File: config.mk
export PLATFORM = sky130hd
export DESIGN_NAME = fpga_uart_rx
export DESIGN_NICKNAME = d
export VERILOG_FILES = /design/src/rtl/fpga_uart_rx_pkg.sv /design/src/rtl/fpga_uart_rx_fifo.sv /design/src/rtl/fpga_uart_rx.sv
export SDC_FILE = /design/constraint.sdc
export NUM_CORES = 1
export LEC_CHECK = 0
export CAP_MARGIN = 10
export CELL_PAD_IN_SITES_DETAIL_PLACEMENT = 2
export CELL_PAD_IN_SITES_GLOBAL_PLACEMENT = 2
export CORE_MARGIN = 4
export CORE_UTILIZATION = 48
export DETAILED_ROUTE_END_ITERATION = 6
export GPL_TIMING_DRIVEN = 0
export PLACE_DENSITY_LB_ADDON = 0.1
export SETUP_SLACK_MARGIN = 0.2
export SLEW_MARGIN = 15
export SYNTH_ARGS = -nofsm -noshare
export SYNTH_HDL_FRONTEND = slang
export SYNTH_SLANG_ARGS = --single-unit
File: constraint.sdc
create_clock -name clk_i -period 5 [get_ports clk_i]
set_clock_uncertainty 0.15 [all_clocks]
set_input_delay 1.5 -clock clk_i [delete_from_list [all_inputs] [get_ports clk_i]]
set_output_delay 1.5 -clock clk_i [all_outputs]
set_load 0.1 [all_outputs]
File: src/rtl/fpga_uart_rx_pkg.sv
// Shared types and helpers for the FPGA-harness UART receiver.
// FPGA_UART_RX_PARITY_EN adds the PARITY state (8E1 framing).
package fpga_uart_rx_pkg;

    typedef enum logic [2:0] {
        ST_IDLE,
        ST_START,
        ST_DATA,
`ifdef FPGA_UART_RX_PARITY_EN
        ST_PARITY,
`endif
        ST_STOP
    } rx_state_e;

    function automatic int clks_per_bit(input int clk_freq_hz, input int baud_rate);
        return clk_freq_hz / baud_rate;
    endfunction

endpackage

File: src/rtl/fpga_uart_rx_fifo.sv
// First-word-fall-through FIFO: the head entry is always visible on data.
// A pop frees a slot in the same cycle, so a push into a full FIFO is accepted alongside a pop.
module fpga_uart_rx_fifo #(
    parameter int DEPTH  = 8,
    parameter int DATA_W = 8
) (
    input  logic                     clk,
    input  logic                     rst_n,
    input  logic                     push,
    input  logic [DATA_W-1:0]        push_data,
    input  logic                     pop,
    output logic [DATA_W-1:0]        data,
    output logic                     full,
    output logic                     empty,
    output logic [$clog2(DEPTH):0]   count
);

    localparam int PTR_W = $clog2(DEPTH);

    logic [DATA_W-1:0] mem [DEPTH];
    logic [PTR_W-1:0]  rd_ptr;
    logic [PTR_W-1:0]  wr_ptr;
    logic              do_push;
    logic              do_pop;

    assign full    = (count == (PTR_W + 1)'(DEPTH));
    assign empty   = (count == '0);
    assign do_pop  = pop && !empty;
    assign do_push = push && (!full || do_pop);
    assign data    = mem[rd_ptr];

    always_ff @(posedge clk or negedge rst_n) begin
        if (!rst_n) begin
            rd_ptr <= '0;
            wr_ptr <= '0;
            count  <= '0;
            for (int i = 0; i < DEPTH; i++) begin
                mem[i] <= '0;
            end
        end else begin
            if (do_push) begin
                mem[wr_ptr] <= push_data;
                wr_ptr      <= wr_ptr + 1'b1;
            end
            if (do_pop) begin
                rd_ptr <= rd_ptr + 1'b1;
            end
            case ({do_push, do_pop})
                2'b10:   count <= count + 1'b1;
                2'b01:   count <= count - 1'b1;
                default: count <= count;
            endcase
        end
    end

endmodule

File: src/rtl/fpga_uart_rx.sv
// UART receiver for the board wrapper: synchronizer, deframing FSM, sticky error flags and an RX FIFO.
// Define FPGA_UART_RX_PARITY_EN for 8E1 framing; default is 8N1.
module fpga_uart_rx
    import fpga_uart_rx_pkg::*;
#(
    parameter int CLK_FREQ_HZ = 15_000_000,
    parameter int BAUD_RATE   = 9600,
    parameter int FIFO_DEPTH  = 8
) (
    input  logic                        clk_i,
    input  logic                        rst_ni,
    input  logic                        rx_i,
    output logic [7:0]                  data_o,
    output logic                        valid_o,
    input  logic                        ready_i,
    output logic                        frame_err_o,
    output logic                        overrun_o,
    input  logic                        clear_i,
    output logic [$clog2(FIFO_DEPTH):0] count_o
);

    localparam int CPB   = clks_per_bit(CLK_FREQ_HZ, BAUD_RATE);
    localparam int CNT_W = $clog2(CPB);
    localparam logic [CNT_W-1:0] HALF_LAST = CNT_W'(CPB / 2 - 1);
    localparam logic [CNT_W-1:0] BIT_LAST  = CNT_W'(CPB - 1);

    logic             rx_meta;
    logic             rx_s;
    rx_state_e        state;
    logic [CNT_W-1:0] baud_cnt;
    logic [2:0]       bit_idx;
    logic [7:0]       shift;
    logic             par_bad;
    logic             bit_tick;
    logic             stop_done;
    logic             push_req;
    logic             frame_bad;
    logic             pop;
    logic             full;
    logic             empty;
    logic             drop;

    // Stage boundary: asynchronous line into the clock domain
    always_ff @(posedge clk_i or negedge rst_ni) begin
        if (!rst_ni) begin
            rx_meta <= 1'b1;
            rx_s    <= 1'b1;
        end else begin
            rx_meta <= rx_i;
            rx_s    <= rx_meta;
        end
    end

    assign bit_tick  = (baud_cnt == BIT_LAST);
    assign stop_done = (state == ST_STOP) && bit_tick;
    assign push_req  = stop_done && rx_s && !par_bad;
    assign frame_bad = stop_done && (!rx_s || par_bad);

    // Stage boundary: deframing FSM, all sample points on the synchronized line
    always_ff @(posedge clk_i or negedge rst_ni) begin
        if (!rst_ni) begin
            state    <= ST_IDLE;
            baud_cnt <= '0;
            bit_idx  <= '0;
`ifdef FPGA_UART_RX_PARITY_EN
            par_bad  <= 1'b0;
`endif
        end else begin
            case (state)
                ST_IDLE: begin
                    baud_cnt <= '0;
                    bit_idx  <= '0;
`ifdef FPGA_UART_RX_PARITY_EN
                    par_bad  <= 1'b0;
`endif
                    if (!rx_s) begin
                        state <= ST_START;
                    end
                end
                ST_START: begin
                    if (baud_cnt == HALF_LAST) begin
                        baud_cnt <= '0;
                        state    <= rx_s ? ST_IDLE : ST_DATA;
                    end else begin
                        baud_cnt <= baud_cnt + 1'b1;
                    end
                end
                ST_DATA: begin
                    if (bit_tick) begin
                        baud_cnt <= '0;
                        bit_idx  <= bit_idx + 1'b1;
                        if (bit_idx == 3'd7) begin
`ifdef FPGA_UART_RX_PARITY_EN
                            state <= ST_PARITY;
`else
                            state <= ST_STOP;
`endif
                        end
                    end else begin
                        baud_cnt <= baud_cnt + 1'b1;
                    end
                end
`ifdef FPGA_UART_RX_PARITY_EN
                ST_PARITY: begin
                    if (bit_tick) begin
                        baud_cnt <= '0;
                        par_bad  <= rx_s ^ (^shift);
                        state    <= ST_STOP;
                    end else begin
                        baud_cnt <= baud_cnt + 1'b1;
                    end
                end
`endif
                ST_STOP: begin
                    // No wait for a high line: a low stop bit simply re-arms from IDLE.
                    if (bit_tick) begin
                        baud_cnt <= '0;
                        state    <= ST_IDLE;
                    end else begin
                        baud_cnt <= baud_cnt + 1'b1;
                    end
                end
                default: state <= ST_IDLE;
            endcase
        end
    end

`ifndef FPGA_UART_RX_PARITY_EN
    assign par_bad = 1'b0;
`endif

    always_ff @(posedge clk_i) begin
        if (state == ST_DATA && bit_tick) begin
            shift <= {rx_s, shift[7:1]};
        end
    end

    assign pop  = valid_o && ready_i;
    assign drop = push_req && full && !pop;

    // Stage boundary: sticky status, a set event beats a clear in the same cycle
    always_ff @(posedge clk_i or negedge rst_ni) begin
        if (!rst_ni) begin
            frame_err_o <= 1'b0;
            overrun_o   <= 1'b0;
        end else begin
            if (frame_bad) begin
                frame_err_o <= 1'b1;
            end else if (clear_i) begin
                frame_err_o <= 1'b0;
            end
            if (drop) begin
                overrun_o <= 1'b1;
            end else if (clear_i) begin
                overrun_o <= 1'b0;
            end
        end
    end

    fpga_uart_rx_fifo #(
        .DEPTH  (FIFO_DEPTH),
        .DATA_W (8)
    ) u_fifo (
        .clk       (clk_i),
        .rst_n     (rst_ni),
        .push      (push_req),
        .push_data (shift),
        .pop       (pop),
        .data      (data_o),
        .full      (full),
        .empty     (empty),
        .count     (count_o)
    );

    assign valid_o = !empty;

endmodule

=== Word level (Yosys, flattened, before mapping) ===
Cells that the tools add are included.

* Flip-flop bits (word level): 103
* Output and inout port bits: 15
* Word-level logic and storage cells: 91

* $add $sub $neg: 6
* Order comparisons: 3
* Equality and inequality tests: 14
* Multiplexer cells: 22
* Bitwise gates (word level): 2
* Reduce and logical (&&, ||, !) cells: 25

{| class="wikitable"
|+ Operators by type and width
! kind !! count
|-
| bitwise mux 64 bit || 1
|-
| one-hot mux 11 bit (3 select lines) || 1
|-
| binary-select mux 8 bit (select 3 bit) || 1
|-
| demux 8 bit (select 3 bit) || 1
|-
| two-way mux 8 bit || 3
|-
| two-way mux 11 bit || 2
|-
| two-way mux 3 bit || 6
|-
| one-hot mux 3 bit (4 select lines) || 1
|-
| adder 11 x 1 -> 11 bit, second input constant || 1
|-
| == test 11 x 10 -> 1 bit, second input constant || 1
|-
| == test 11 bit, second input constant || 1
|-
| logical AND 1 bit || 10
|-
| != test 2 bit, second input constant || 5
|-
| adder 3 x 1 -> 3 bit, second input constant || 3
|-
| >= comparator 4 bit, second input constant || 2
|-
| NOT 3 -> 4 bit || 2
|-
| one-hot mux 4 bit (2 select lines) || 1
|-
| nonzero test 2 bit || 4
|-
| == test 3 x 2 -> 1 bit, second input constant || 2
|-
| one-hot mux 3 bit (2 select lines) || 1
|-
| AND reduction 5 bit || 1
|-
| adder 4 x 1 -> 4 bit, second input constant || 1
|-
| == test 4 bit, second input constant || 1
|-
| logical NOT 1 bit || 4
|-
| 14 further kinds || 16
|}

=== Depth between registers and ports, before layout ===
Gate-level depths: netlist of the first run.

* Depth in word-level cells: 8
* Mapped depth: 13
* Depth with buffers taken out: 11

=== Cells and area by module ===
From an unflattened synthesis of the first run, not the netlist that was laid out.

* Cells, all modules: 347
* Area, all modules: 5021.1 sq um

{| class="wikitable"
|+ By module, submodules not included
! module !! instances !! cells an instance !! area each (sq um) !! seq. area each (sq um)
|-
| fpga_uart_rx_fifo || 1 || 228 || 3617.2 || 1851.8
|-
| fpga_uart_rx || 1 || 119 || 1403.8 || 743.2
|}

=== Least setup slack after synthesis of the first run ===
OpenSTA, ideal clock, no wires.

* Path kind: input-to-reg
* Start point: in ready_i
* End point: reg u_fifo.count[2]
* Library setup time: 0.167 ns
* Arrival time: 3.544 ns
* Required time: 4.683 ns
* Slack: 1.139 ns
* Stages on the path: 11
* Path buffers: 1
* Cells stage by stage: nand2b_1 > nor4_4 > buf_2 > or3_1 > ha_1 > xor2_1 > ha_1 > a21oi_1 > xor2_1 > nor2_1 > xor2_1

* Word-level cells in the longest chain between the ends: 6

{| class="wikitable"
|+ RTL lines
! element !! RTL line !! text
|-
| start: declaration || fpga_uart_rx.sv:15 || <nowiki>input logic ready_i,</nowiki>
|-
| logical AND 1 bit * || fpga_uart_rx.sv:138 || <nowiki>assign pop = valid_o && ready_i;</nowiki>
|-
| logical AND 1 bit * || fpga_uart_rx_fifo.sv:28 || <nowiki>assign do_pop = pop && !empty;</nowiki>
|-
| logical OR 1 bit || fpga_uart_rx_fifo.sv:29 || <nowiki>assign do_push = push && (!full || do_pop);</nowiki>
|-
| logical AND 1 bit || fpga_uart_rx_fifo.sv:29 ||
|-
| == test 2 x 1 -> 1 bit or == test 2 bit (tied branches) || fpga_uart_rx_fifo.sv:48 || <nowiki>case ({do_push, do_pop})</nowiki>
|-
| one-hot mux 4 bit (2 select lines) or nonzero test 2 bit (tied branches) || -- ||
|-
| end signal: assignment || fpga_uart_rx_fifo.sv:49 || <nowiki>2'b10: count <= count + 1'b1;</nowiki>
|-
| end signal: assignment || fpga_uart_rx_fifo.sv:50 || <nowiki>2'b01: count <= count - 1'b1;</nowiki>
|-
| end signal: assignment || fpga_uart_rx_fifo.sv:51 || <nowiki>default: count <= count;</nowiki>
|-
| end: declaration || fpga_uart_rx_fifo.sv:15 || <nowiki>output logic [$clog2(DEPTH):0] count</nowiki>
|}

Every way passes the cells marked *; elsewhere a longest branch is shown, timed or not.
A chain may end at the register's enable or synchronous reset.

=== Worst setup path after layout of the first run ===
* Start point: reg u_fifo.rd_ptr[1]
* End point: out data_o[0]

* Word-level cells in the longest chain between the ends: 4

{| class="wikitable"
|+ RTL lines
! element !! RTL line !! text
|-
| start: declaration || fpga_uart_rx_fifo.sv:21 || <nowiki>logic [PTR_W-1:0] rd_ptr;</nowiki>
|-
| start signal: assignment || fpga_uart_rx_fifo.sv:46 || <nowiki>rd_ptr <= rd_ptr + 1'b1;</nowiki>
|-
| NOT 3 -> 4 bit (not written as such) || fpga_uart_rx_fifo.sv:30 || <nowiki>assign data = mem[rd_ptr];</nowiki>
|-
| binary-select mux 8 bit (select 3 bit) || fpga_uart_rx_fifo.sv:30 ||
|-
| two-way mux 8 bit (not written as such) (2 in series) || fpga_uart_rx_fifo.sv:30 ||
|-
| end: declaration || fpga_uart_rx.sv:13 || <nowiki>output logic [7:0] data_o,</nowiki>
|}

Every way passes these cells. The select of a mux whose other input is x is not followed.

==> results.toml, run 1 <==
[yosys]
syn-instance-count = 335
ys_dominant_reg_cell = "dfrtp_1"
yosysSeqAreaShare_pct = 53.34
yosys_warnings = 0
synth_enable_flop_cells = 8
synth_cell_type_count = 44
synth_fp_nets = 350
postSynthAreaPerCell_sq_um = 14.52
fraction_of_synthesis_flops_using_an_asynchronous_set_or_reset_pin_pct = 92.16
yosys_register_bits = 102
post_synth_instance_area_sq_um = 4865

[worst_setup_path]
critical_path.top_delay_family = "buffers and inverters"
critPathArrivalTime_ns = 2.98
r2r_start = "baud_cnt[2]"
cpMaxStageDelayCell = "dlygate4sd2_1"
startpoint = "u_fifo.rd_ptr[1]"
highest_fanout_seen_on_the_critical_path = 10
critical_path_endpoint_category = "output port"
crit_required_ns = 3.35
setup_cp_type = "reg -> out"
worst_r2r_path_depth = 13
crit-reg2reg-capture = "u_fifo.count[2]"
critical_path_cell_list = "buf_1, clkbuf_2, mux4_2, mux2_2, dlygate4sd2_1"
worst_setup_path_start_kind = "flop"
cpPeakStageDelay_ns = 0.86
reg2reg_setup_slack_ns = 1.87
critical_path_buf_inv_count = 3

[die]
effective_utilization_at_floorplan_pct = 49.54
floorplan.die_area_sq_um = 11810
die_height_um = 108.7
top_level_ports = 20
fp.coreArea_sq_um = 9819
placement_rows = 36
chipWidth_um = 108.7

[grt]
grt_resource_usage_total_pct = 22.21
grt_start_max_net_pins = 72
grt_overflow = 0
number_of_global_route_vias_before_repair = 3393
grt_pass1_wl_mm = 19.44
antenna_violations_before_repair = 0

[power_and_ir_drop]
vdd_ir_drop_max_mv = 0.2079
p_clk_share_pct = 26.3
net_sw_share_pct = 36.02
p_leak_uw = 0.002393
power_switching_uw = 685.0
power.share.combinational_pct = 25.8
pwr-share-seq_pct = 47.9
powerDensity_nw_per_um2 = 350.7
p_int_uw = 1217

[placed_design]
placed_area_sq_um = 5250
detailedPlacementHpwl_mm = 7.962
gpl.final_weighted_congestion = 0.7213
port_buffers = 19

[finish]
multiInputGateArea_sq_um = 2161
antenna_cells = 0
final_util_pct = 55.22
filler_cell_count = 944
postLayoutCellArea_sq_um = 5423
synthToLayoutAreaGrowth_pct = 11.47
num-nets-final = 381
layout-drive-gt1-share_pct = 34.77
sequential_cell_area_sq_um = 2595
most_common_cell_after_layout_fill_and_taps_aside = "dfrtp_1"
layout.cells.most_common_list = "dfrtp_1 (92), mux2_2 (75), nor2_1 (17)"

[sta]
post-route-period-util_pct = 92.52
setup_repair_after_global_routing_missed_its_margin = "no"
finalWorstPathRequiredPeriod_ns = 4.626
max-slew-margin-rel_pct = 31.57
setup_viol_count_final = 0
finalHoldViolCount = 0
hold_ws_ns = 0.2107
worst_pin_slew_ns = 1.023
max_clock_freq_mhz = 216.2
drv_slew = 0
setup_total_negative_slack_ns = 0

[route]
via_to_cell_ratio = 5.794
via_count = 2920
drtAntennaViolNets = 0
drt_iter0_drc = 73
route.detailed.drc = 0
dr_wl_cell_um = 23.16
detail_route.first_pass.iterations = 4
drt_wl_total_mm = 11.67

[cts]
numCtsBuffers = 9
postCtsSetupBuffers = 0
cts_htree_levels = 3
cts_tree = "done"
cts_root_buffer = "clkbuf_8"
cts.reportedPaths.clkPinSlew_ns = 0.10
clock_sink_count = 102
insertion_delay_ns = 0.38
clock_tree.buffer_depth = 2

[status]
outcome = "completed"

[job]
drv_cap = 0

[worst_hold_path]
hp-class = "reg -> reg"
min_delay_worst_endpoint = "rx_s"
hold-path-cell-count = 0
hold_start = "rx_meta"
-- layout make-up --
type | instances | area share [%]
sequential | 102 | 47.85
multi-input combinational | 212 | 39.85
timing repair buffer | 20 | 3.853
tap | 133 | 3.069
clock buffer | 10 | 2.353
buffer | 15 | 1.615
clock inverter | 6 | 0.9922
inverter | 6 | 0.4153
-- Yosys cell counts (2+ instances only) --
master / number / area (sq um)
nor3_4: 3 / 48.80
nand3b_1: 3 / 22.52
buf_1: 4 / 15.01
nor2b_1: 3 / 18.77
or4b_1: 2 / 20.02
nor2_1: 17 / 63.81
ha_1: 10 / 125.1
a21oi_1: 4 / 20.02
buf_2: 3 / 15.01
nand3_1: 11 / 55.05
dfrtp_1: 92 / 2302
mux2_2: 75 / 844.6
o311ai_0: 3 / 26.28
clkbuf_1: 4 / 15.01
nand4_1: 3 / 18.77
xnor2_1: 7 / 61.31
buf_6: 3 / 33.78
edfxtp_1: 8 / 240.2
nand2_1: 12 / 45.04
nand2b_1: 2 / 12.51
nand4bb_1: 2 / 22.52
inv_1: 6 / 22.52
nor4_1: 2 / 12.51
or4_1: 2 / 15.01
nor3_1: 5 / 25.02
xor2_1: 10 / 87.58
mux4_2: 16 / 360.4
nor4_4: 6 / 127.6
dfstp_2: 2 / 52.55
-- repair_timing --
item | CTS | global route
gates resized for setup | 9 | 0
endpoints found under the setup margin | 8 | 0
hold buffers | 0 | 0
-- metrics by stage --
step	power [uW]	instances	setup WS (ns)
finish	1902	504	0.3741
global route	1993	504	0.2330
CTS	1930	504	0.3290
detailed placement	1423	488	0.1782
global placement	1408	487	-1.315
floorplan	1276	335	1.139
-- cell families (layout without fill, tap and decap cells) --
logic type | Yosys count | count (layout) | synth area share (%)
buf+inv | 21 | 57 | 2.237
xor+xnor | 17 | 17 | 3.061
simple gates | 79 | 79 | 11.50
mux | 92 | 92 | 24.97
fa+ha+maj | 10 | 10 | 2.572
compound gates | 14 | 14 | 2.315
flops | 102 | 102 | 53.34
-- registers in the layout (all words and copies together), names as in the netlist --
name,cells
rx_s,1
u_fifo.mem,64
state,2
baud_cnt,11
u_fifo.rd_ptr,3
rx_meta,1
bit_idx,3
u_fifo.wr_ptr,3
frame_err_o,1
u_fifo.count,4
shift,8
overrun_o,1
-- power by group through the flow --
stage / logic, uW / registers [uW] / clock network (uW)
after CTS: 500 / 911 / 519
after floorplan: 237 / 1040 / 0
after global routing: 521 / 918 / 554
after global placement: 484 / 924 / 0
after detailed placement: 496 / 927 / 0
final: 491 / 912 / 499
-- worst max path at each step --
| stage | to | cells past startpoint |
|---|---|---|
| after detailed placement | data_o[0] | 5 |
| after global routing | data_o[0] | 5 |
| after floorplan | u_fifo.count[2] | 11 |
| after CTS | data_o[0] | 5 |
| after global placement | u_fifo.count[1] | 1 |
| final | data_o[0] | 5 |
-- metal layers --
metal	up-vias	track usage (%)	share of wire [%]
li1	1306	-	-
met1	1578	27.04	41
met2	27	39.94	55
met3	9	5.506	2.5
met4	0	4.779	1.1
met5	-	0	0
Power figures use the tool's default switching activity.
==> inputs of run 2 (changes only) <==
- ABC_AREA: default -> 1
- CORE_UTILIZATION: 48 -> 40
- CTS_CLUSTER_SIZE: default -> 16
==> run 2 against run 1 <==
Effect of this change: sequential share of layout area fell by 3.6 points; largest cell class unchanged; via count rose by 54%; sequential power down 8.3%; worst setup slack worse by 0.067 ns; core utilization shrank 8.8 points; total power shrank 17%; register-to-register slack improved by 0.18 ns; routed wire length is 47% higher; clock-buffer cell count unchanged; cell count grew 65%; combinational power fell by 95%.
==> results.toml, run 2 <==
[finish]
largest_registers = "u_fifo.mem: 64 flops, baud_cnt: 11 flops, shift: 8 flops"
antenna_cells = 0
layout-drive-gt1-share_pct = 7.576
multiInputGateArea_sq_um = 2282
num-nets-final = 670
postLayoutCellArea_sq_um = 5858
filler_cell_count = 1472
max_flop_register = "u_fifo.mem"
layout.cells.most_common_list = "nand2_1 (202), dfrtp_1 (92), nand3_1 (78)"
most_common_cell_after_layout_fill_and_taps_aside = "nand2_1"
largest_register_ff_count = 64
final_util_pct = 46.42
synthToLayoutAreaGrowth_pct = 13.97
sequential_cell_area_sq_um = 2595

[worst_setup_path]
cpMaxStageDelayCell = "clkdlybuf4s15_1"
cpPeakStageDelay_ns = 0.86
critical_path_buf_inv_count = 2
crit-reg2reg-capture = "u_fifo.count[2]"
r2r_start = "baud_cnt[1]"
worst_setup_path_start_kind = "flop"
setup_cp_type = "reg -> out"
worst_r2r_path_depth = 11
reg2reg_setup_slack_ns = 2.05
highest_fanout_seen_on_the_critical_path = 10
critical_path_endpoint_category = "output port"
critical_path_cell_list = "clkbuf_1, o21ai_0, o21ai_0, a21oi_1, a31oi_1, clkdlybuf4s15_1"
critPathArrivalTime_ns = 3.04
crit_required_ns = 3.35
critical_path.top_delay_family = "buffers and inverters"
path_common_cell = "o21ai_0"

[die]
chipWidth_um = 121.4
effective_utilization_at_floorplan_pct = 40.73
floorplan.die_area_sq_um = 14730
die_height_um = 121.4
top_level_ports = 20
placement_rows = 41
fp.coreArea_sq_um = 12620

[sta]
finalWorstPathRequiredPeriod_ns = 4.693
setup_repair_after_global_routing_missed_its_margin = "yes"
setup_viol_count_final = 0
finalHoldViolCount = 0
max_clock_freq_mhz = 213.1
worst_slack_ns = 0.3072
drv_slew = 0
post-route-period-util_pct = 93.86
worst_pin_slew_ns = 0.9696
max-slew-margin-rel_pct = 35.16

[route]
via_count = 4488
drt_iter0_drc = 310
detail_route.first_pass.iterations = 5
dr_wl_cell_um = 20.57
drt_wl_total_mm = 17.12
via_to_cell_ratio = 5.394
drtAntennaViolNets = 0
route.detailed.drc = 0

[yosys]
ys_dominant_reg_cell = "dfrtp_1"
synth_area_leaders = "dfrtp_1 (45%), nand2_1 (15%), nand3_1 (7.6%), nor2_1 (4.8%), edfxtp_1 (4.7%)"
synth_cell_type_count = 30
postSynthAreaPerCell_sq_um = 8.237
syn-instance-count = 624
yosysSeqAreaShare_pct = 50.49
synth.largest_area_cell = "dfrtp_1"
yosys_warnings = 0
fraction_of_synthesis_flops_using_an_asynchronous_set_or_reset_pin_pct = 92.16
synth.most_common_cell = "nand2_1"
synth_fp_nets = 639
yosys_register_bits = 102
synth_enable_flop_cells = 8
synth_commonest_cells = "nand2_1 (202), dfrtp_1 (92), nand3_1 (78)"
yosysTopAreaCellShare_pct = 44.79
post_synth_instance_area_sq_um = 5140

[cts]
cts_htree_levels = 3
cts_root_buffer = "clkbuf_16"
post_cts.resized_instances = 8
postCtsSetupBuffers = 0
cts.reportedPaths.clkPinSlew_ns = 0.07
clock_sink_count = 102
numCtsBuffers = 9
cts.hold.buffers_added = 0
insertion_delay_ns = 0.36
clock_tree.buffer_depth = 2
cts_tree = "done"

[grt]
antenna_violations_before_repair = 0
grt_overflow = 0
grt_start_max_net_pins = 77
grt_resource_usage_total_pct = 24.92
grt_pass1_wl_mm = 27.95
number_of_global_route_vias_before_repair = 5011

[status]
outcome = "completed"

[placed_design]
detailedPlacementHpwl_mm = 11.87
gpl.final_weighted_congestion = 0.8087
pre_cts_slack_ns = 0.4452
port_buffers = 19
placed_area_sq_um = 5574

[power_and_ir_drop]
p_leak_uw = 0.002921
total_power_uw = 1576
vdd_ir_drop_max_mv = 0.2309
powerDensity_nw_per_um2 = 269.1

[job]
drv_cap = 0

[worst_hold_path]
hold-path-cell-count = 0
min_delay_worst_endpoint = "rx_s"
hold_start = "rx_meta"
hp-class = "reg -> reg"
==> run 2: cell count changes after synthesis, moves of 21 or more <==
| cell | previous run | this run |
|---|---|---|
| nand3_1 | 11 | 78 |
| o21ai_0 | 0 | 41 |
| mux2_2 | 75 | 0 |
| nand2_1 | 12 | 202 |
| nor2_1 | 17 | 66 |
| inv_1 | 6 | 27 |
==> run 2: metrics by stage <==
stage	TNS [ns]	hold slack (ns)	std cells
5_1_grt	0	0.2203	832
4_1_cts	0	0.2107	832
2_1_floorplan	0	0.1952	624
3_5_place_dp	0	0.2004	816
3_3_place_gp	-128.89	0.1989	815
6_report	0	0.2088	832
==> run 2: how the worst max path moves through the flow <==
stage                      to  slack, ns  cells past startpoint             start
2_1_floorplan       data_o[2]       0.73                      6  u_fifo.rd_ptr[0]
3_3_place_gp   u_fifo.mem[59]      -1.41                      1            rst_ni
3_5_place_dp        data_o[3]       0.45                      7  u_fifo.rd_ptr[0]
4_1_cts             data_o[6]       0.29                      6  u_fifo.rd_ptr[1]
5_1_grt             data_o[3]       0.19                      7  u_fifo.rd_ptr[0]
6_report            data_o[6]       0.31                      6  u_fifo.rd_ptr[1]
==> run 2: cell type report <==
class,count,share of cell area (%)
Tap cell,172,3.674
Clock inverter,6,1.068
Buffer,26,2.307
Timing Repair Buffer,20,3.610
Clock buffer,10,3.909
Inverter,34,2.179
Sequential cell,102,44.30
Multi-Input combinational cell,462,38.96
==> run 2: kinds of logic after synthesis <==
| group | synth area share, % |
|---|---|
| and+or+nand+nor | 33.76 |
| buffers and inverters | 5.112 |
| DFF | 50.49 |
| xor gates and xnor gates | 1.704 |
| AOI/OAI and AO/OA | 6.500 |
| adders and majority gates | 2.434 |
==> run 2: routing by layer <==
| layer | global-route usage (%) | vias to the layer above | share of wire [%] |
|---|---|---|---|
| met1 | 33.16 | 2300 | 44 |
| met3 | 4.569 | 15 | 3.3 |
| met5 | 0 | - | 0 |
| li1 | - | 2104 | - |
| met4 | 6.232 | 0 | 1.8 |
| met2 | 42.04 | 69 | 50 |
==> run 2: where the power goes <==
group | internal, uW | total (uW) | switching [uW]
clock network | 388 | 716 | 328
logic | 5.71 | 24.9 | 19.1
registers | 834 | 836 | 1.90
==> inputs of run 3 (changes only) <==
- SKIP_LAST_GASP: default -> 1
==> results of run 3 <==
Final layout, timing and power as in run 2 (identical DEF).
